--- src/rtl/spi_register_bank.sv ---
// Register file behind the SPI slave: control, volume, sticky status and a coefficient RAM port.
// Optional macro SPI_REG_VOL_SHADOW_EN stages volume writes in shadows applied on frame_stb.
module spi_register_bank #(
  parameter int num_of_addr_bits = 7,
  parameter int num_of_data_bits = 16,
  parameter int coef_addr_bits = 8,
  parameter logic [num_of_data_bits-1:0] device_id = 16'hA0D1
) (
  input  logic                        clk,
  input  logic                        reset,
  input  logic                        reg_read_stb,
  input  logic                        reg_write_stb,
  input  logic [num_of_addr_bits-1:0] spi_addr,
  input  logic [num_of_data_bits-1:0] spi_write_data,
  output logic [num_of_data_bits-1:0] spi_read_data,
  output logic                        dsp_enable,
  output logic                        mute,
  output logic [num_of_data_bits-1:0] volume_l,
  output logic [num_of_data_bits-1:0] volume_r,
  output logic [coef_addr_bits-1:0]   coef_addr,
  output logic [num_of_data_bits-1:0] coef_wr_data,
  output logic                        coef_wr_stb,
  input  logic [num_of_data_bits-1:0] coef_rd_data,
  input  logic                        clip_l,
  input  logic                        clip_r,
  input  logic                        fifo_ovf,
  input  logic                        frame_stb
);

  localparam logic [num_of_addr_bits-1:0] addr_id        = num_of_addr_bits'(0);
  localparam logic [num_of_addr_bits-1:0] addr_control   = num_of_addr_bits'(1);
  localparam logic [num_of_addr_bits-1:0] addr_status    = num_of_addr_bits'(2);
  localparam logic [num_of_addr_bits-1:0] addr_vol_l     = num_of_addr_bits'(3);
  localparam logic [num_of_addr_bits-1:0] addr_vol_r     = num_of_addr_bits'(4);
  localparam logic [num_of_addr_bits-1:0] addr_coef_addr = num_of_addr_bits'(5);
  localparam logic [num_of_addr_bits-1:0] addr_coef_data = num_of_addr_bits'(6);
  localparam logic [num_of_addr_bits-1:0] addr_scratch   = num_of_addr_bits'(7);
  localparam logic [num_of_data_bits-1:0] vol_reset = {1'b0, {(num_of_data_bits-1){1'b1}}};

  logic                        read_stb_d;
  logic                        write_stb_d;
  logic                        armed;
  logic                        rd_pulse;
  logic                        wr_pulse;
  logic [2:0]                  control;
  logic [2:0]                  status;
  logic [num_of_data_bits-1:0] scratch;
  logic [num_of_data_bits-1:0] vol_l_view;
  logic [num_of_data_bits-1:0] vol_r_view;
  logic [num_of_data_bits-1:0] read_mux;
  logic                        inc_pending;
  logic                        coef_data_hit;

  // armed masks the first cycle after reset so a strobe held through reset is never seen as an edge
  always_ff @(posedge clk) begin
    if (reset) begin
      read_stb_d  <= 1'b0;
      write_stb_d <= 1'b0;
      armed       <= 1'b0;
    end else begin
      read_stb_d  <= reg_read_stb;
      write_stb_d <= reg_write_stb;
      armed       <= 1'b1;
    end
  end

  assign rd_pulse      = reg_read_stb & ~read_stb_d & armed;
  assign wr_pulse      = reg_write_stb & ~write_stb_d & armed;
  assign coef_data_hit = (spi_addr == addr_coef_data);
  assign dsp_enable    = control[0];
  assign mute          = control[1];

  always_comb begin
    read_mux = '0;
    case (spi_addr)
      addr_id:        read_mux = device_id;
      addr_control:   read_mux[2:0] = control;
      addr_status:    read_mux[2:0] = status;
      addr_vol_l:     read_mux = vol_l_view;
      addr_vol_r:     read_mux = vol_r_view;
      addr_coef_addr: read_mux[coef_addr_bits-1:0] = coef_addr;
      addr_coef_data: read_mux = coef_rd_data;
      addr_scratch:   read_mux = scratch;
      default:        read_mux = '0;
    endcase
  end

  // a status pulse landing on the clearing cycle is OR-ed in after the clear, so it survives
  always_ff @(posedge clk) begin
    if (reset) begin
      spi_read_data <= '0;
      control       <= '0;
      status        <= '0;
      scratch       <= '0;
    end else begin
      if (rd_pulse) spi_read_data <= read_mux;
      status <= ((rd_pulse && spi_addr == addr_status) ? 3'b000 : status)
                | {fifo_ovf, clip_r, clip_l};
      if (wr_pulse && spi_addr == addr_control) control <= spi_write_data[2:0];
      if (wr_pulse && spi_addr == addr_scratch) scratch <= spi_write_data;
    end
  end

  // one shared pending flag, so a simultaneous read and write of COEF_DATA advances the address once
  always_ff @(posedge clk) begin
    if (reset) begin
      coef_addr    <= '0;
      coef_wr_data <= '0;
      coef_wr_stb  <= 1'b0;
      inc_pending  <= 1'b0;
    end else begin
      coef_wr_stb <= wr_pulse & coef_data_hit;
      if (wr_pulse && coef_data_hit) coef_wr_data <= spi_write_data;
      inc_pending <= (rd_pulse | wr_pulse) & coef_data_hit & control[2];
      if (wr_pulse && spi_addr == addr_coef_addr)
        coef_addr <= spi_write_data[coef_addr_bits-1:0];
      else if (inc_pending)
        coef_addr <= coef_addr + coef_addr_bits'(1);
    end
  end

`ifdef SPI_REG_VOL_SHADOW_EN
  logic [num_of_data_bits-1:0] shadow_l;
  logic [num_of_data_bits-1:0] shadow_r;

  // frame_stb copies the pre-edge shadows, so a write on the same cycle waits for the next frame
  always_ff @(posedge clk) begin
    if (reset) begin
      shadow_l <= vol_reset;
      shadow_r <= vol_reset;
      volume_l <= vol_reset;
      volume_r <= vol_reset;
    end else begin
      if (frame_stb) begin
        volume_l <= shadow_l;
        volume_r <= shadow_r;
      end
      if (wr_pulse && spi_addr == addr_vol_l) shadow_l <= spi_write_data;
      if (wr_pulse && spi_addr == addr_vol_r) shadow_r <= spi_write_data;
    end
  end

  assign vol_l_view = shadow_l;
  assign vol_r_view = shadow_r;
`else
  logic unused_frame_stb;

  always_ff @(posedge clk) begin
    if (reset) begin
      volume_l <= vol_reset;
      volume_r <= vol_reset;
    end else begin
      if (wr_pulse && spi_addr == addr_vol_l) volume_l <= spi_write_data;
      if (wr_pulse && spi_addr == addr_vol_r) volume_r <= spi_write_data;
    end
  end

  assign vol_l_view       = volume_l;
  assign vol_r_view       = volume_r;
  assign unused_frame_stb = frame_stb;
`endif

endmodule

--- config.mk ---
export PLATFORM = sky130hd
export DESIGN_NAME = spi_register_bank
export DESIGN_NICKNAME = d
export VERILOG_FILES = /design/src/rtl/spi_register_bank.sv
export SDC_FILE = /design/constraint.sdc
export NUM_CORES = 1
export LEC_CHECK = 0
export CORE_ASPECT_RATIO = 1.4
export CORE_MARGIN = 2
export CORE_UTILIZATION = 43
export DETAILED_ROUTE_END_ITERATION = 16
export PLACE_DENSITY = 0.76
export SLEW_MARGIN = 20
export SYNTH_ARGS = -nofsm -noshare
export SYNTH_HDL_FRONTEND = slang
export SYNTH_SLANG_ARGS = --single-unit
--- constraint.sdc ---
create_clock -name clk -period 1.97 [get_ports clk]
set_clock_uncertainty 0.2 [all_clocks]
set_input_delay 0.394 -clock clk [delete_from_list [all_inputs] [get_ports clk]]
set_output_delay 0.394 -clock clk [all_outputs]
set_load 0.02 [all_outputs]
# --- After elaboration in Yosys (flattened, before gate mapping) ---
# Cells that the tools add are included.
word_totals:
  latch_bits: 0
  regBits: 99
  rom_bits: 0
  mem_count: 0
  mem_bits_rw: 0
  input_bits: 47
op_classes:
  n_bitwise: 11
  multipliers: 0
  muxes: 7
  n_eq_ne: 7
  n_lt_le_gt_ge: 0
  n_addsub: 1
  n_reduce_logical: 9
  n_div: 0
  shifts: 0
op_table:
  columns: ["cell", "count"]
  rows:
  - ["case mux 8 bit (5 select lines)", 1]
  - ["case mux 5 bit (6 select lines)", 1]
  - ["equality test 7 x 3 -> 1 bit (second input constant)", 4]
  - ["case mux 3 bit (8 select lines)", 1]
  - ["2-to-1 mux 8 bit", 2]
  - ["equality test 7 x 2 -> 1 bit (second input constant)", 2]
  - ["adder 8 x 1 -> 8 bit (second input constant)", 1]
  - ["bitwise AND 1 bit", 7]
  - ["equality test 7 x 1 -> 1 bit (second input constant)", 1]
  - ["logical AND 1 bit", 7]
  - ["logical NOT 7 bit", 1]
  - ["2-to-1 mux 3 bit", 1]
  - ["bitwise OR 3 bit", 1]
  - ["inverter 1 bit", 2]
  - ["nonzero test 2 bit", 1]
  - ["2-to-1 mux 1 bit", 1]
  - ["bitwise OR 1 bit", 1]

# --- Logic depth before layout (Yosys ltp) ---
# Gate-level depths: netlist of run 1.
logic_depth:
  ltp_word: 6
  ltp_mapped: 7

# --- Worst setup path before layout of run 1 ---
# OpenSTA, ideal clock, no wires.
synth_path:
  kind: "in2reg"
  startpoint: "input spi_addr[5]"
  endpoint: "register coef_wr_data[6]"
  setup_time_ns: 0.132
  required_ns: 1.638
  arrival_time_ns: 1.825
  slack_ns: -0.188
  path_stages: 7
  cell_sequence: "or4_1 buf_6 or3_1 buf_6 buf_8 nand2_1 a21oi_1"
synth_via:
  elab_chain_cells: 2
synth_rtl:
  columns: ["element", "line_no", "text"]
  rows:
  - ["from (decl)", "13", "input logic [num_of_addr_bits-1:0] spi_addr,"]
  - ["equality test 7 x 3 -> 1 bit", "69", "assign coef_data_hit = (spi_addr == addr_coef_data);"]
  - ["logical AND 1 bit", "113", "if (wr_pulse && coef_data_hit) coef_wr_data <= spi_write_data;"]
  - ["to (signal assigned)", "113", null]
  - ["to (decl)", "21", "output logic [num_of_data_bits-1:0] coef_wr_data,"]
# No other way between the ends.
# A chain may end at the register's enable or synchronous reset.

# --- Final worst setup path of run 1 ---
layout_path:
  startpoint: "register volume_r[6]"
  endpoint: "output volume_r[6]"
layout_lines:
  columns: ["element", "line_no", "text"]
  rows:
  - ["from (decl)", "19", "output logic [num_of_data_bits-1:0] volume_r,"]
  - ["from (signal assigned)", "151", "volume_r <= vol_reset;"]
  - ["from (signal assigned)", "154", "if (wr_pulse && spi_addr == addr_vol_r) volume_r <= spi_write_data;"]
# No word-level cell between the ends.

==> run_results.csv, run 1 <==
group,metric,value,unit
run_status,outcome,"finished clean",
critical_path,cp-endpoint,"volume_r[6]",
critical_path,cpPeakStageDelay,0.63,ns
power,p_leak,2.71,nW
floorplan,die-area,11100,um2
grt,grt_max_degree,63,
critical_path,critical_path.slowest_cell,"clkdlybuf4s50_1",
layout,seqCellArea,1980,um2
route,dr.max_layer_used,"met4",
grt,grtUsageTotal,25.8,%
clock_network,cts.sinks,99,
power,power_density,645,nW/um2
critical_path,r2r_slack,0.30,ns
clock_network,clk_pin_slew,0.07,ns
placement,dp_hpwl,10400,um
sta,tightest_slew,0.408,ns
clock_network,htreeDepth,3,
route,met3_length,811,um
power,peakVddDrop,0.738,mV
floorplan,start_util,44.2,%
yosys,ys_async_sr_fraction,0,%
route,drtPass1Iterations,7,
layout,fillCellCount,774,
sta,hold_viol_final,0,
sta,setup_ws,0.0119,ns
worst_hold_path,hp-class,"in2reg",
clock_network,cts_tree,"built",
critical_path,critical_path.top_delay_family,"buffers and inverters",
critical_path,cp.depth,1,
sta,finalCritPeriodShare,99.4,%
clock_network,clk_path_buf_depth,2,
clock_network,clk_latency,0.34,ns
yosys,syn_nets,552,
route,drt-total-wl,14300,um
layout,final_cells,798,
placement,dp.cells,777,
placement,dpl_worst_slack,-0.578,ns
route,wl_met1,5840,um
placement,port_buffers,120,
critical_path,cp-start-kind,"flip-flop",
flow_run,cap_violations,0,
critical_path,crit_type,"reg2out",
layout,multi_input_area,2240,um2
floorplan,die_w,89.5,um
yosys,synth_edf_count,0,
yosys,syn-instance-count,504,
sta,max-slew-margin-rel,72.7,%
power,totalPowerFinal,4.24,mW
clock_network,postCtsHoldBufs,0,
critical_path,r2r_cells,6,
layout,nets,706,
clock_network,root_buffer,"clkbuf_16",
worst_hold_path,hold_depth,2,
clock_network,numCtsBuffers,9,
critical_path,endpoint_kind,"output port",
sta,final_max_slew_viol_count,0,
critical_path,crit_arrival,1.36,ns
layout,final_cell_mix,"99 x dfxtp_1, 87 x clkdlybuf4s50_1, 77 x nand2_1",
route,drc_errors,0,
grt,antenna_found_initial,0,
route,vias,4463,
critical_path,path_cells,"clkdlybuf4s50_1",
yosys,ys_ff_latch,99,
grt,overflow,0,
floorplan,ios,122,
yosys,synth.cell_area,4400,um2
sta,setup_viol,0,
critical_path,worstPathRequired,1.38,ns
route,wl_per_cell,18.0,um
layout,drive_gt1_share,17.5,%
sta,period_minus_slack,1.96,ns
yosys,yosys_warnings,0,
yosys,ys.flop_type,"dfxtp_1",
route,wl_met2,7320,um
grt,grt_pass1_vias,4263,
sta,timing.fmax,0.511,GHz
grt,grt_first_pass_wirelength,21600,um
critical_path,cp-startpoint,"volume_r[6]",
route,ant_nets,0,
critical_path,critPathMaxFanout,3,
critical_path,rr_endpoint,"volume_l[9]",
yosys,ys_types,51,
route,viasPerCell,5.59,
yosys,synth_area_per_cell,8.73,um2
floorplan,die_h,124,um
route,drt_iter0_drc,311,
layout,final_common_cell,"dfxtp_1",
floorplan,core-area,9950,um2
layout,syn2layout_area_growth,49.5,%
placement,globalplace.congestion,0.910,
sta,rsz0062_at_grt,"no",
critical_path,worst-path-buf-inv,1,
yosys,yosysSeqAreaShare,45.1,%
critical_path,regToRegStartpoint,"write_stb_d",
layout,antenna_cells,0,
floorplan,rows,43,
==> state kept, by name (all words and copies together) (netlist names) <==
register       flops
coef_addr          8
write_stb_d        1
coef_wr_stb        1
spi_read_data     16
armed              1
volume_l          16
volume_r          16
scratch           16
inc_pending        1
status             3
coef_wr_data      16
read_stb_d         1
control            3
==> cell usage after synthesis, types with 3 or more instances <==
| cell type | count | area (um2) |
|---|---|---|
| mux2_2 | 8 | 90.1 |
| clkbuf_1 | 22 | 82.6 |
| a21oi_1 | 44 | 220 |
| buf_2 | 7 | 35.0 |
| inv_1 | 5 | 18.8 |
| nor3_1 | 20 | 100 |
| nand3_1 | 21 | 105 |
| nand2_1 | 77 | 289 |
| a22o_1 | 8 | 70.1 |
| nor2_1 | 52 | 195 |
| o21ai_0 | 18 | 90.1 |
| nor2b_1 | 8 | 50.1 |
| nand4_1 | 4 | 25.0 |
| xnor2_1 | 4 | 35.0 |
| a221oi_1 | 3 | 26.3 |
| dfxtp_1 | 99 | 1980 |
| buf_6 | 6 | 67.6 |
| xor2_1 | 3 | 26.3 |
| a22oi_1 | 7 | 52.6 |
| a211oi_1 | 12 | 90.1 |
| nand3b_1 | 5 | 37.5 |
| mux2i_1 | 30 | 300 |
| a222oi_1 | 3 | 30.0 |
==> cells by family after synthesis <==
family / share of synthesized area (%)
xor+xnor: 1.39
fa+ha+maj: 0.284
buf+inv: 5.77
flops: 45.1
compound gates: 14.8
simple gates: 22.8
mux: 9.90
==> metrics by stage <==
step           instance area, um2  hold slack [ns]  setup TNS, ns  utilization (%)
5_1_grt                      6580            0.223              0             66.1
6_report                     6580            0.216              0             66.1
4_1_cts                      6500            0.210              0             65.3
2_1_floorplan                4470            0.251          -2.45                -
3_5_place_dp                 6150            0.249         -39.84             61.8
3_3_place_gp                 6150            0.238         -36.48             61.8
==> power breakdown <==
part           internal, mW  switching (mW)
Clock                  1.02           0.747
Sequential             2.01         0.00729
Combinational         0.230           0.223
Total                  3.26           0.978
==> timing repair <==
item / CTS / global route
pin swaps: 2 / 2
gates cloned: 2 / 2
setup endpoints to repair: 67 / 58
setup buffers: 1 / 0
resized for setup: 31 / 22
==> final cells by class <==
class / instances / share of cell area [%]
inverters: 5 / 0.285
well taps: 135 / 2.57
flip-flops and latches: 99 / 30.1
multi-input cells: 360 / 34.1
repair buffers: 183 / 28.4
clock inverters: 4 / 0.742
clock buffers: 12 / 3.75
==> metal layers <==
metal  up-vias  global-route usage, %
li1       2092                      -
met1      2149                   33.0
met2       193                   43.1
met3        29                   3.98
met4         0                   10.3
met5         -                      0
==> worst min-delay path by stage <==
stage	start	to	slack (ns)
final	reset	scratch[13]	0.22
after global routing	reset	scratch[13]	0.22
after CTS	reset	scratch[13]	0.21
after detailed placement	coef_wr_data[5]	coef_wr_data[5]	0.25
after global placement	spi_read_data[3]	spi_read_data[3]	0.24
after floorplan	status[0]	status[0]	0.25
(Power assumes the default switching activity.)
==> run 2: changes to the inputs <==
TNS_END_PERCENT = 1   (was default)
==> run 2 against run 1 <==
Critical path depth unchanged. First-iteration DRC count decreased by 12%. Cell area decreased by 3.2%. Flip-flop and latch count unchanged. Sequential power about the same. Worst setup slack improved by 0.0058 ns. Via count decreased by 2.0%. Critical endpoint is now volume_l[3]. Highest routed layer unchanged.
==> run_results.csv, run 2 (synthesis results as in run 1) <==
group,metric,value,unit
run_status,outcome,"finished clean",
clock_network,cts.sinks,99,
route,drtPass1Iterations,7,
power,peakVddDrop,0.444,mV
floorplan,die_h,124,um
critical_path,cp-startpoint,"volume_l[3]",
route,drt_iter0_drc,274,
clock_network,clk_latency,0.34,ns
critical_path,cpPeakStageDelay,0.63,ns
sta,timing.setup.tns,0,ns
route,wl_per_cell,17.9,um
placement,globalplace.congestion,0.936,
clock_network,postCtsHoldBufs,0,
sta,setup_ws,0.0177,ns
layout,fin_area,6370,um2
layout,syn2layout_area_growth,44.8,%
floorplan,core-area,9950,um2
placement,dp.cells,769,
grt,grt_max_degree,62,
critical_path,rr_endpoint,"spi_read_data[13]",
critical_path,endpoint_kind,"output port",
sta,finalCritPeriodShare,99.1,%
route,vias,4375,
clock_network,clk_path_buf_depth,2,
critical_path,critical_path.slowest_cell,"clkdlybuf4s50_1",
flow_run,cap_violations,0,
layout,final_cells,787,
sta,setup_viol,0,
route,viasPerCell,5.56,
critical_path,path_cells,"clkdlybuf4s50_1",
placement,dpl_worst_slack,-0.599,ns
power,p_leak,2.63,nW
clock_network,cts_tree,"built",
sta,final_max_slew_viol_count,0,
route,drc_errors,0,
sta,tightest_slew,0.465,ns
sta,hold_viol_final,0,
grt,antenna_found_initial,0,
grt,grt_first_pass_wirelength,21400,um
critical_path,worstPathRequired,1.38,ns
route,drt-total-wl,14100,um
placement,port_buffers,120,
worst_hold_path,hold_depth,2,
clock_network,numCtsBuffers,9,
floorplan,start_util,44.2,%
sta,rsz0062_at_grt,"yes",
critical_path,crit_arrival,1.36,ns
layout,final_cell_mix,"99 x dfxtp_1, 89 x clkdlybuf4s50_1, 77 x nand2_1",
critical_path,critPathMaxFanout,3,
floorplan,rows,43,
grt,grt_pass1_vias,4286,
sta,max-slew-margin-rel,68.9,%
placement,placed_cell_area,6000,um2
worst_hold_path,hp-class,"in2reg",
clock_network,htreeDepth,3,
grt,grtUsageTotal,26.1,%
critical_path,cp-start-kind,"flip-flop",
route,ant_nets,0,
sta,period_minus_slack,1.95,ns
placement,dp_hpwl,10400,um
critical_path,worst-path-buf-inv,1,
critical_path,r2r_slack,0.30,ns
layout,nets,695,
floorplan,die_w,89.5,um
layout,antenna_cells,0,
critical_path,cp.depth,1,
layout,final_common_cell,"dfxtp_1",
critical_path,regToRegStartpoint,"read_stb_d",
floorplan,die-area,11100,um2
floorplan,ios,122,
clock_network,clk_pin_slew,0.07,ns
grt,overflow,0,
clock_network,root_buffer,"clkbuf_16",
layout,drive_gt1_share,14.3,%
critical_path,crit_type,"reg2out",
sta,timing.fmax,0.512,GHz
critical_path,cp-endpoint,"volume_l[3]",
critical_path,critical_path.top_delay_family,"buffers and inverters",
critical_path,r2r_cells,4,
power,power_density,667,nW/um2
-- run 2: cell types whose count changed in the layout (fill, tap and decap cells not counted), moves of 3 or more --
cell,before,now
nor3_1,13,20
nor3_2,7,0
a21oi_1,39,43
a21oi_2,5,1
o21ai_1,0,4
buf_12,10,7
buf_6,4,1
o21ai_0,17,14
-- run 2: how the worst min path moves through the flow --
stage	start	slack [ns]	to
2_1_floorplan	status[0]	0.25	status[0]
3_3_place_gp	spi_read_data[4]	0.24	spi_read_data[4]
3_5_place_dp	spi_read_data[3]	0.25	spi_read_data[3]
4_1_cts	reset	0.17	control[1]
5_1_grt	reset	0.17	control[1]
6_report	reset	0.18	control[1]
-- run 2: routing by layer --
layer  global-route usage (%)  routed length [um]  part of all wire (%)  up-vias
met2                     43.9                7150                    51      205
met3                     4.24                 858                   6.1       49
met1                     29.9                5260                    37     2059
met4                     17.2                 852                   6.0        0
li1                         -                   -                     -     2062
met5                        0                   0                     0        -
-- run 2: what timing repair did --
item | CTS | global route
resized for setup | 21 | 21
setup endpoints to repair | 61 | 74
setup buffers | 2 | 0
pin swaps | 4 | 5
-- run 2: per-stage QoR --
stage	hold WS, ns	power [mW]	util [%]
after detailed placement	0.249	2.49	60.3
after floorplan	0.246	2.25	-
final	0.181	4.25	64.0
after global routing	0.175	4.37	64.0
after global placement	0.237	2.48	60.3
after CTS	0.168	4.27	63.5
-- run 2: power by group --
group,internal [mW],switching [mW]
logic,0.211,0.222
clock network,1.06,0.743
registers,2.01,0.00688
total,3.28,0.972
-- run 2: cell type report --
| class | count | area [um2] |
|---|---|---|
| Timing Repair Buffer | 172 | 1700 |
| Clock inverter | 5 | 60.1 |
| Tap cell | 135 | 169 |
| Sequential cell | 99 | 1980 |
| Fill cell | 816 | 3580 |
| Inverter | 5 | 18.8 |
| Multi-Input combinational cell | 360 | 2190 |
| Clock buffer | 11 | 253 |
